<file path="src/rtl/vga_scan_out.sv">
// Continuous scan-out of the 160x120 monochrome frame buffer as 640x480 VGA.
// Each buffer pixel becomes a 4x4 screen block; outputs sit two pixel periods behind the counters.
module vga_scan_out #(
    parameter int CLK_DIV   = 4,
    parameter int H_VISIBLE = 640,
    parameter int H_FRONT   = 16,
    parameter int H_SYNC    = 96,
    parameter int H_BACK    = 48,
    parameter int V_VISIBLE = 480,
    parameter int V_FRONT   = 10,
    parameter int V_SYNC    = 2,
    parameter int V_BACK    = 33
) (
    input  logic        clk,
    input  logic        rst_n,
    output logic [14:0] buf_rd_addr,
    input  logic        buf_rd_data,
    input  logic [11:0] fg_colour,
    input  logic [11:0] bg_colour,
    output logic        vga_hs,
    output logic        vga_vs,
    output logic [11:0] vga_rgb,
    output logic        frame_start
);

    localparam int H_TOTAL = H_VISIBLE + H_FRONT + H_SYNC + H_BACK;
    localparam int V_TOTAL = V_VISIBLE + V_FRONT + V_SYNC + V_BACK;

    localparam logic [1:0] DIV_LAST     = 2'(CLK_DIV - 1);
    localparam logic [9:0] H_LAST       = 10'(H_TOTAL - 1);
    localparam logic [9:0] V_LAST       = 10'(V_TOTAL - 1);
    localparam logic [9:0] H_VIS_END    = 10'(H_VISIBLE);
    localparam logic [9:0] V_VIS_END    = 10'(V_VISIBLE);
    localparam logic [9:0] H_SYNC_FIRST = 10'(H_VISIBLE + H_FRONT);
    localparam logic [9:0] H_SYNC_LAST  = 10'(H_VISIBLE + H_FRONT + H_SYNC - 1);
    localparam logic [9:0] V_SYNC_FIRST = 10'(V_VISIBLE + V_FRONT);
    localparam logic [9:0] V_SYNC_LAST  = 10'(V_VISIBLE + V_FRONT + V_SYNC - 1);

    logic [1:0] div_reg, div_next;
    logic [9:0] h_reg, h_next;
    logic [9:0] v_reg, v_next;
    logic       pix_en;
    logic       hs_raw, vs_raw, de_raw;
    logic       hs_d1_reg, vs_d1_reg, de_d1_reg;
    logic       frame_start_next;

    assign pix_en = (div_reg == DIV_LAST);

    always_comb begin
        div_next = pix_en ? 2'd0 : div_reg + 2'd1;
        h_next   = h_reg;
        v_next   = v_reg;
        if (pix_en) begin
            if (h_reg == H_LAST) begin
                h_next = 10'd0;
                v_next = (v_reg == V_LAST) ? 10'd0 : v_reg + 10'd1;
            end else begin
                h_next = h_reg + 10'd1;
            end
        end
    end

    assign hs_raw = !((h_reg >= H_SYNC_FIRST) && (h_reg <= H_SYNC_LAST));
    assign vs_raw = !((v_reg >= V_SYNC_FIRST) && (v_reg <= V_SYNC_LAST));
    assign de_raw = (h_reg < H_VIS_END) && (v_reg < V_VIS_END);

    // Registering the look-ahead makes frame_start coincide with the wrapping pix_en clk.
    assign frame_start_next = (div_next == DIV_LAST) && (h_next == H_LAST) && (v_next == V_LAST);

    always_ff @(posedge clk) begin
        if (!rst_n) begin
            div_reg     <= 2'd0;
            h_reg       <= 10'd0;
            v_reg       <= 10'd0;
            frame_start <= 1'b0;
        end else begin
            div_reg     <= div_next;
            h_reg       <= h_next;
            v_reg       <= v_next;
            frame_start <= frame_start_next;
        end
    end

    // Stage 1: buffer address plus timing flags, aligned with the read latency.
    always_ff @(posedge clk) begin
        if (!rst_n) begin
            buf_rd_addr <= 15'd0;
            hs_d1_reg   <= 1'b1;
            vs_d1_reg   <= 1'b1;
            de_d1_reg   <= 1'b0;
        end else if (pix_en) begin
            buf_rd_addr <= {v_reg[8:2], h_reg[9:2]};
            hs_d1_reg   <= hs_raw;
            vs_d1_reg   <= vs_raw;
            de_d1_reg   <= de_raw;
        end
    end

    // Stage 2: colour lookup and pin registers.
    always_ff @(posedge clk) begin
        if (!rst_n) begin
            vga_rgb <= 12'h000;
            vga_hs  <= 1'b1;
            vga_vs  <= 1'b1;
        end else if (pix_en) begin
            vga_rgb <= de_d1_reg ? (buf_rd_data ? fg_colour : bg_colour) : 12'h000;
            vga_hs  <= hs_d1_reg;
            vga_vs  <= vs_d1_reg;
        end
    end

endmodule

</file>
<file path="config.mk">
export PLATFORM = sky130hd
export DESIGN_NAME = vga_scan_out
export DESIGN_NICKNAME = d
export VERILOG_FILES = /design/src/rtl/vga_scan_out.sv
export SDC_FILE = /design/constraint.sdc
export NUM_CORES = 1
export LEC_CHECK = 0
export ABC_AREA = 1
export CAP_MARGIN = 20
export CORE_ASPECT_RATIO = 0.7
export CORE_MARGIN = 5
export CORE_UTILIZATION = 50
export CTS_CLUSTER_DIAMETER = 50
export DETAILED_ROUTE_END_ITERATION = 16
export GPL_ROUTABILITY_DRIVEN = 0
export GPL_TIMING_DRIVEN = 0
export HOLD_SLACK_MARGIN = 0.15
export PLACE_DENSITY = 0.81
export SYNTH_ARGS = -nofsm -noshare
export SYNTH_HDL_FRONTEND = slang
export SYNTH_SLANG_ARGS = --single-unit
</file>
<file path="constraint.sdc">
create_clock -name clk -period 3.2 [get_ports clk]
set_input_delay 0.64 -clock clk [delete_from_list [all_inputs] [get_ports clk]]
set_output_delay 0.64 -clock clk [all_outputs]
set_load 0.05 [all_outputs]
</file>
==> impl_results.rst <==
.. list-table::
   :header-rows: 1

   * - Metric
     - Value
   * - Worst Reg-to-Reg Cells
     - 6
   * - FP Rows
     - 22
   * - Worst setup slack for register-to-register paths
     - between 1 and 1.5 ns
   * - Critical Path Start Type
     - flop
   * - Count of input and output buffers
     - 56
   * - Number of vias after detailed routing
     - between 2000 and 3000
   * - Max reg flops
     - 15
   * - Hold path startpoint
     - buf_rd_addr[4]
   * - Post-layout min period
     - around 2.1 ns
   * - Biggest regs
     - buf_rd_addr x15, vga_rgb x12
   * - Post-synthesis sequential element count
     - 55
   * - Biggest cell delay along the critical path
     - approximately 0.82 ns
   * - Depth of the CTS H-tree
     - 2
   * - Max capacitance violation total
     - 0
   * - Sum of net half-perimeters after detailed placement
     - ~5500 µm
   * - Global-route congestion overflow total
     - 0
   * - Critical path type
     - reg2out
   * - Quantity of hold-fixing buffers added after cts
     - 0
   * - Hold EP
     - buf_rd_addr[4]
   * - Data required time at the worst endpoint
     - 2.56 ns
   * - Number of warnings reported in the yosys synthesis log
     - 0
   * - Die Height
     - between 70 and 80 µm
   * - Clock Pin Slew Worst Setup and Hold Paths
     - 0.10 ns
   * - Critical-path cell list
     - clkdlybuf4s50_1
   * - Power share of the sequential group
     - between 50% and 60%
   * - Layout cells sized above 1
     - roughly 5.1%
   * - Largest fanout on the critical path
     - 2
   * - First-pass GRT wire length
     - between 10000 and 15000 µm
   * - Layout filler cell count
     - 470
   * - Number of gates resized after cts
     - 0
   * - Combinational group share of total power
     - 12.0%
   * - Vias in the first global route
     - ~2500
   * - Pin count of the biggest net entering global routing
     - 19
   * - Worst Tran Pin Value
     - approximately 0.53 ns
   * - Global-route usage over all layers
     - around 22%
   * - First drt pass iteration count
     - 5
   * - Worst-case headroom to the max-slew limit
     - 64.69%
   * - Root buffer cell
     - sky130_fd_sc_hd__clkbuf_8
   * - Critical path's slowest cell
     - sky130_fd_sc_hd__clkdlybuf4s50_1
   * - Post-Synthesis Net Count
     - roughly 400
   * - Number of antenna violations at the first check in global routing
     - 0
   * - Leakage power figure
     - 1.376 nW
   * - Layout net count
     - 465
   * - Worst voltage drop across the vdd grid
     - 0.3011 mV
   * - Tot Pwr
     - 1.351 mW
   * - Clock Tree Buf Depth
     - 2
   * - Fraction of synthesis flops using an asynchronous set or reset pin
     - 0%
   * - Final core utilization
     - 65.78%
   * - Post-route DRC violation count
     - 0
   * - Final hold viol count
     - 0
   * - Number of buffer and inverter instances along the worst setup path
     - 1
   * - N_diodes
     - 0
   * - Number of nets still failing antenna checks after routing
     - 0
   * - Area taken by multi-input logic gates
     - roughly 1300 µm²
   * - Number of enable-type register cells in the synthesized netlist
     - 0
   * - Routed wire length
     - approximately 7100 µm
   * - Pint
     - 1.002 mW
   * - Most flops, register
     - buf_rd_addr
   * - Hold/Removal Path Class
     - reg2reg
   * - Run status
     - complete, no violations
   * - Sink Count
     - 55
   * - Area occupied by registers
     - ~1100 µm²
   * - Upper clock frequency limit
     - approximately 470 MHz
   * - Smallest hold slack
     - between 0.4 and 0.5 ns
   * - TritonCTS buffer count
     - 5
   * - Biggest area consumer among synthesized cells
     - sky130_fd_sc_hd__dfxtp_1
   * - CP arrival
     - about 1.5 ns
   * - Launch point of the worst path
     - vga_rgb[9]
   * - Largest delay share family, worst path
     - buffers and inverters
   * - DIE AREA
     - 6811 µm²
   * - Unrepaired setup endpoints after global routing
     - no
   * - Average via count per standard cell
     - just over 5
   * - Share of the clock period used by the worst path
     - ~67%
   * - Chip width
     - 96.52 µm
   * - Area share of the leading cell type in the synthesized netlist
     - about 42%
   * - Number of distinct standard cells referenced by the synthesized netlist
     - 30
   * - Clock skew after layout
     - about 0.013 ns
   * - Endpoint of the worst-slack reg-to-reg timing path
     - buf_rd_addr[1]
   * - Worst hold path cell count
     - 2
   * - Routed WL per cell
     - roughly 14 µm
   * - Signed area change from the synthesized netlist to the final layout
     - 29.23%
   * - Share of power burned in the clock network
     - between 30% and 40%
   * - Post-synthesis instance area
     - 2620 µm²
   * - Pwr Density
     - roughly 400 nW/µm²
   * - Reg-to-Reg Start
     - div_reg[0]
   * - Predominant post-synthesis flop cell
     - sky130_fd_sc_hd__dfxtp_1
   * - Number of design-rule violations left by the first detailed-router iteration
     - about 220
   * - Initial core utilization
     - around 51%
   * - Final Max Slew Viols
     - 0
   * - Instance count of the mapped netlist
     - about 370
   * - Mean instance size in the synthesized netlist
     - a little over 7 µm²
   * - Final setup vio count
     - 0
   * - Cell types occupying the most area after synthesis
     - sky130_fd_sc_hd__dfxtp_1 42%, sky130_fd_sc_hd__nand2_1 11%, sky130_fd_sc_hd__nor2_1 10%
   * - Postcts setup bufs
     - 0
   * - Ports
     - between 50 and 60
   * - Sw Share
     - ~26%
   * - Most numerous cell types in the synthesized netlist
     - 79 x sky130_fd_sc_hd__nand2_1, 70 x sky130_fd_sc_hd__nor2_1, 55 x sky130_fd_sc_hd__dfxtp_1
   * - Source-to-sink clock delay at the later pin of the worst-skew pair
     - ~0.33 ns
   * - Kind of end point of the critical path
     - output port
   * - TritonCTS clock tree
     - done
   * - Sequential-to-total area share from yosys stat
     - about 42%
   * - Reported net switching power
     - between 0.3 and 0.4 mW
   * - Core region area
     - just over 5000 µm²
   * - Most numerous cell in the Yosys netlist
     - sky130_fd_sc_hd__nand2_1
   * - Final setup TNS
     - 0 ns
## cells by family (layout without fill, tap and decap cells)
| group | count (synthesis) | after routing | share of synthesized area [%] |
|---|---|---|---|
| AO/OA/AOI/OAI | 52 | 52 | 11.89 |
| XOR/XNOR | 3 | 3 | 1.003 |
| adder cells (fa/ha/maj) | 7 | 7 | 3.343 |
| buffers and inverters | 49 | 113 | 7.498 |
| flip-flops | 55 | 55 | 42.02 |
| AND/OR/NAND/NOR | 202 | 202 | 34.24 |
## power groups by stage
| stage | logic (mW) | clock network [mW] | registers (mW) |
|---|---|---|---|
| 2_1_floorplan | 0.0543 | 0 | 0.760 |
| 3_3_place_gp | 0.160 | 0 | 0.726 |
| 3_5_place_dp | 0.162 | 0 | 0.726 |
| 4_1_cts | 0.162 | 0.486 | 0.711 |
| 5_1_grt | 0.174 | 0.525 | 0.714 |
| 6_report | 0.162 | 0.478 | 0.711 |
## stage by stage
| stage | std cells | area, µm² | worst slack [ns] |
|---|---|---|---|
| floorplan | 368 | 2620 | 1.690 |
| global placement | 496 | 3271 | 0.8834 |
| detailed placement | 496 | 3271 | 0.8284 |
| CTS | 504 | 3386 | 1.044 |
| global route | 504 | 3386 | 0.9912 |
| finish | 504 | 3386 | 1.056 |
## cells in the final DEF, fill, tap and decap left out, drive strengths merged, types with 3 or more instances in the layout
cell	count
a21oi	18
buf	3
clkbuf	16
clkdlybuf4s50	56
dfxtp	55
ha	7
inv	36
nand2	80
nand3	29
nand4	7
nor2	76
nor3	5
nor4	3
o21ai	17
o31ai	11
xor2	3
## area by class of cell
cell class / instances / share of cell area [%]
timing repair buffer: 56 / 16.56
clock buffer: 5 / 2.033
clock inverter: 3 / 1.367
tap: 72 / 2.661
multi-input combinational: 264 / 39.06
inverter: 35 / 3.880
buffer: 14 / 1.922
sequential: 55 / 32.52
## worst max path at each step
stage | to | slack [ns] | depth (start not counted)
final | vga_rgb[9] | 1.06 | 1
after detailed placement | buf_rd_addr[12] | 0.83 | 5
after CTS | vga_rgb[9] | 1.04 | 1
after global routing | vga_vs | 0.99 | 1
after global placement | buf_rd_addr[9] | 0.88 | 5
after floorplan | frame_start | 1.69 | 12
## per-layer routing
layer	GRT usage, %	wire length (µm)	vias to the layer above
li1	-	-	1321
met1	30.19	3199	1172
met2	31.65	2976	106
met3	10.84	822	8
met4	4.666	55	0
met5	0	0	-
Power figures use the tool's default switching activity.
==> patch 1, RTL diff (same flow settings) <==
Add an input register stage for `bg_colour`, without a reset; this delays it by one clock. The other inputs are not delayed to match.
--- a/src/rtl/vga_scan_out.sv
+++ b/src/rtl/vga_scan_out.sv
@@ -35,6 +35,12 @@
     localparam logic [9:0] H_SYNC_LAST  = 10'(H_VISIBLE + H_FRONT + H_SYNC - 1);
     localparam logic [9:0] V_SYNC_FIRST = 10'(V_VISIBLE + V_FRONT);
     localparam logic [9:0] V_SYNC_LAST  = 10'(V_VISIBLE + V_FRONT + V_SYNC - 1);
+
+    logic [11:0] bg_colour_q;
+
+    always_ff @(posedge clk) begin
+        bg_colour_q <= bg_colour;
+    end
 
     logic [1:0] div_reg, div_next;
     logic [9:0] h_reg, h_next;
@@ -103,7 +109,7 @@
             vga_hs  <= 1'b1;
             vga_vs  <= 1'b1;
         end else if (pix_en) begin
-            vga_rgb <= de_d1_reg ? (buf_rd_data ? fg_colour : bg_colour) : 12'h000;
+            vga_rgb <= de_d1_reg ? (buf_rd_data ? fg_colour : bg_colour_q) : 12'h000;
             vga_hs  <= hs_d1_reg;
             vga_vs  <= vs_d1_reg;
         end
Function: changed (Yosys sat finds a counterexample within 10 cycles, from zero or initial values and one cycle with rst_n low).
==> patch 1 against the original RTL <==
- critical endpoint is now buf_rd_addr[12]
- core utilization grew 0.63 points
- clock skew decreased by 0.0065 ns
- sequential cell count rose by 12
- total power up 30%
- area after synthesis increased by 12%
- sequential share of layout area is 2.9 points higher
- cell area grew 12%
- worst setup slack lost 0.012 ns
- routed wire length up 11%
- maximum frequency down 0.58%
- critical path depth is the same
==> patch 1: results <==
[status]
outcome = "finished, final reports clean"

[pwr]
p_leak_uw = 0.00158
ir_drop_v = 0.000383
pwr_density_cell_nw_per_um2 = 466
p_int_uw = 1310
p_clk_uw = 713

[clock_network]
h-tree-depth = 3
clk_pin_slew_worst_paths_ns = 0.07

[yosys]
synth.distinct_cells = 33
syn_nets = 419
ys_top_cells_by_area = "dfxtp_1 (46%), nor2_1 (9.7%), nand2_1 (7.4%)"
synthTopCellsByCount = "nor2_1 (76), dfxtp_1 (67), nand2_1 (58)"

[global_route]
grt_usage = 0.226
use_met2 = 0.345
grtUsageMet3 = 0.0993
grt_max_degree = 13
grt_pass1_wl_mm = 13.1
grtUsageMet1 = 0.293

[detailed_routing]
dr_wl_met3_um = 811
drt_iter0_markers = 251
wl_met1_mm = 3.54
dr_wl_met2_mm = 3.39
avgRoutedWirePerCell_um = 14.8

[worst_hold_path]
whs_path_depth = 1
hold_end = "div_reg[0]$_SDFF_PN0_"

[timing]
finClkSkew_ns = 0.00695
max_slew.worst_pin.slew_ns = 0.595
fmax_mhz = 464

[final_layout]
drive_gt1_frac = 0.0835
fill_cells = 487

[critical_path]
reg2reg_to = "vga_rgb[8]$_SDFFE_PN0N_"
worst_ep_arrival_time_ns = 1.52
[patch 1: cell types whose count changed after synthesis, moves of 3 or more]
cell	before	now
nor4_1	3	0
dfxtp_1	55	67
nand2_1	79	58
nor2_1	70	76
inv_1	33	28
nand4_1	7	11
nand3_1	27	33
[patch 1: layout make-up]
type	instances	share of cell area
multi-input cells	267	0.369
flip-flops and latches	67	0.354
repair buffers	55	0.146
clock buffers	10	0.0364
inverters	34	0.0344
well taps	75	0.0248
plain buffers	16	0.0179
clock inverters	6	0.0172
[patch 1: stage by stage]
step	hold WS (ns)	instances
after floorplan	0.417	384
after global placement	0.436	514
after detailed placement	0.445	514
after CTS	0.455	530
after global routing	0.482	530
final	0.448	530
[patch 1: kinds of logic (layout without fill, tap and decap cells)]
logic type,count (synthesis),after routing,share of synthesized area
buffers and inverters,50,121,0.0673
AOI/OAI and AO/OA,56,56,0.112
adders and majority gates,8,8,0.0341
DFF,67,67,0.457
xor gates and xnor gates,4,4,0.0119
and+or+nand+nor,199,199,0.318
==> patch 2, RTL diff (same flow settings) <==
Made on the original files. Set the parameter `V_BACK` to 16 (it was 33).
--- a/src/rtl/vga_scan_out.sv
+++ b/src/rtl/vga_scan_out.sv
@@ -9,7 +9,7 @@
     parameter int V_VISIBLE = 480,
     parameter int V_FRONT   = 10,
     parameter int V_SYNC    = 2,
-    parameter int V_BACK    = 33
+    parameter int V_BACK    = 16
 ) (
     input  logic        clk,
     input  logic        rst_n,
Check against the original RTL: same outputs for any inputs over 10 cycles, from zero or initial values and one cycle with rst_n low; that may be too few to reach the edited logic, so the function may still have changed.
==> patch 2 against the original RTL <==
- synthesized cell count rose by 2.2%
- cell area rose by 0.55%
- routed wire length fell by 0.50%
- sequential cell count did not move
- total power rose by 1.1%
- worst setup slack improved by 0.0051 ns
- clock power barely moved
- maximum frequency rose by 0.24%
- area after synthesis rose by 1.1%
- critical path type unchanged
- critical endpoint is now buf_rd_addr[14]
- largest power group unchanged
- highest routed layer unchanged
==> patch 2: results <==
[status]
outcome = "finished, final reports clean"

[global_route]
grt_pass1_vias = 2575
grt_max_degree = 19
grtUsageMet1 = 0.294
use_met2 = 0.320
grt_pass1_wl_mm = 12.1
grt_usage = 0.214
grtUsageMet3 = 0.0739

[final_layout]
drive_gt1_frac = 0.0729
fill_cells = 461
num_antenna_cells = 0
fin_nets = 472

[detailed_routing]
drt_iter0_markers = 217
avgRoutedWirePerCell_um = 13.7
vias_per_cell = 5.25

[timing]
slew_headroom = 0.638
finClkSkew_ns = 0.00919

[yosys]
synth.distinct_cells = 29
ys_top_cells_by_area = "dfxtp_1 (42%), nand2_1 (12%), nor2_1 (9.5%)"
synthTopCellsByCount = "nand2_1 (82), nor2_1 (67), dfxtp_1 (55)"
async_flop_share = 0
yosysSeqAreaShare = 0.416
synth.most_common_cell = "nand2_1"
yosys_warnings = 0
syn_nets = 410

[placed_design]
place_area_um2 = 3290
dp_hpwl_mm = 5.46
io_buffers = 55

[clock_network]
h-tree-depth = 2
clkLatencyLatePin_ns = 0.31
clockBufferDepth = 2
cts_buffers = 5
cts_resized = 0

[critical_path]
reg2reg_to = "vga_rgb[6]$_SDFFE_PN0N_"
cp_top_family = "buffers and inverters"
critical_path.max_fanout = 2
ff2ff_path_depth = 7
cp_slowest_stage_delay_ns = 0.82
cp_slowest_cell = "clkdlybuf4s50_1"
r2r_slack_ns = 1.29

[pwr]
switching_share = 0.261
p_comb_frac = 0.127
ir_drop_v = 0.000203
p_leak_uw = 0.00136

[worst_hold_path]
hold_path_class = "reg -> reg"
hold_end = "vga_rgb[10]$_SDFFE_PN0N_"
hold_path.startpoint = "vga_rgb[10]$_SDFFE_PN0N_"
-- patch 2: changes by cell type after synthesis, moves of 3 or more --
cell	unedited run	this run
clkbuf_1	10	5
nor2_1	70	67
nand2_2	1	4
o21ai_0	17	21
inv_1	33	41
nand2_1	79	82
buf_2	2	6
nand3_1	27	23
-- patch 2: worst max-delay path by stage --
stage	startpoint	endpoint	slack, ns	cells past startpoint
global placement	rst_n	v_reg[9]$_SDFF_PN0_	1.13	5
finish	buf_rd_addr[14]$_SDFFE_PN0N_	buf_rd_addr[14]	1.06	1
global route	buf_rd_addr[14]$_SDFFE_PN0N_	buf_rd_addr[14]	1.02	1
floorplan	rst_n	vs_d1_reg$_SDFFE_PN1N_	1.60	7
CTS	buf_rd_addr[14]$_SDFFE_PN0N_	buf_rd_addr[14]	1.05	1
detailed placement	buf_rd_data	vga_rgb[7]$_SDFFE_PN0N_	1.15	5
-- patch 2: per-stage QoR --
stage	worst slack [ns]	instances	hold WS [ns]	util
2_1_floorplan	1.60	376	0.417	-
3_3_place_gp	1.13	503	0.430	0.635
3_5_place_dp	1.15	503	0.442	0.635
4_1_cts	1.05	511	0.466	0.658
5_1_grt	1.02	511	0.470	0.658
6_report	1.06	511	0.465	0.658
-- patch 2: kinds of logic (layout without fill, tap and decap cells) --
kind of cell,Yosys count,count (layout),synth area share
and+or+nand+nor,199,199,0.335
buffers and inverters,56,119,0.0837
adders and majority gates,7,7,0.0331
xor gates and xnor gates,2,2,0.00662
AOI/OAI and AO/OA,57,57,0.126
DFF,55,55,0.416
-- patch 2: power groups by stage --
stage | Sequential, µW | Combinational [µW] | Clock [µW]
CTS | 713 | 174 | 483
global placement | 728 | 170 | 0
detailed placement | 729 | 173 | 0
global route | 716 | 189 | 515
floorplan | 769 | 57.5 | 0
finish | 713 | 174 | 479
-- patch 2: cell type report --
| cell class | instances | area share |
|---|---|---|
| Buffer | 14 | 0.0187 |
| Clock buffer | 5 | 0.0202 |
| Clock inverter | 3 | 0.0140 |
| Inverter | 42 | 0.0463 |
| Multi-Input combinational cell | 265 | 0.389 |
| Sequential cell | 55 | 0.323 |
| Tap cell | 72 | 0.0265 |
| Timing Repair Buffer | 55 | 0.162 |
-- patch 2: per-layer routing --
layer	wire length [µm]	vias up	part of all wire
met1	3270	1228	0.47
met2	3020	102	0.43
met5	0	-	0
li1	-	1336	-
met3	624	15	0.089
met4	106	0	0.015
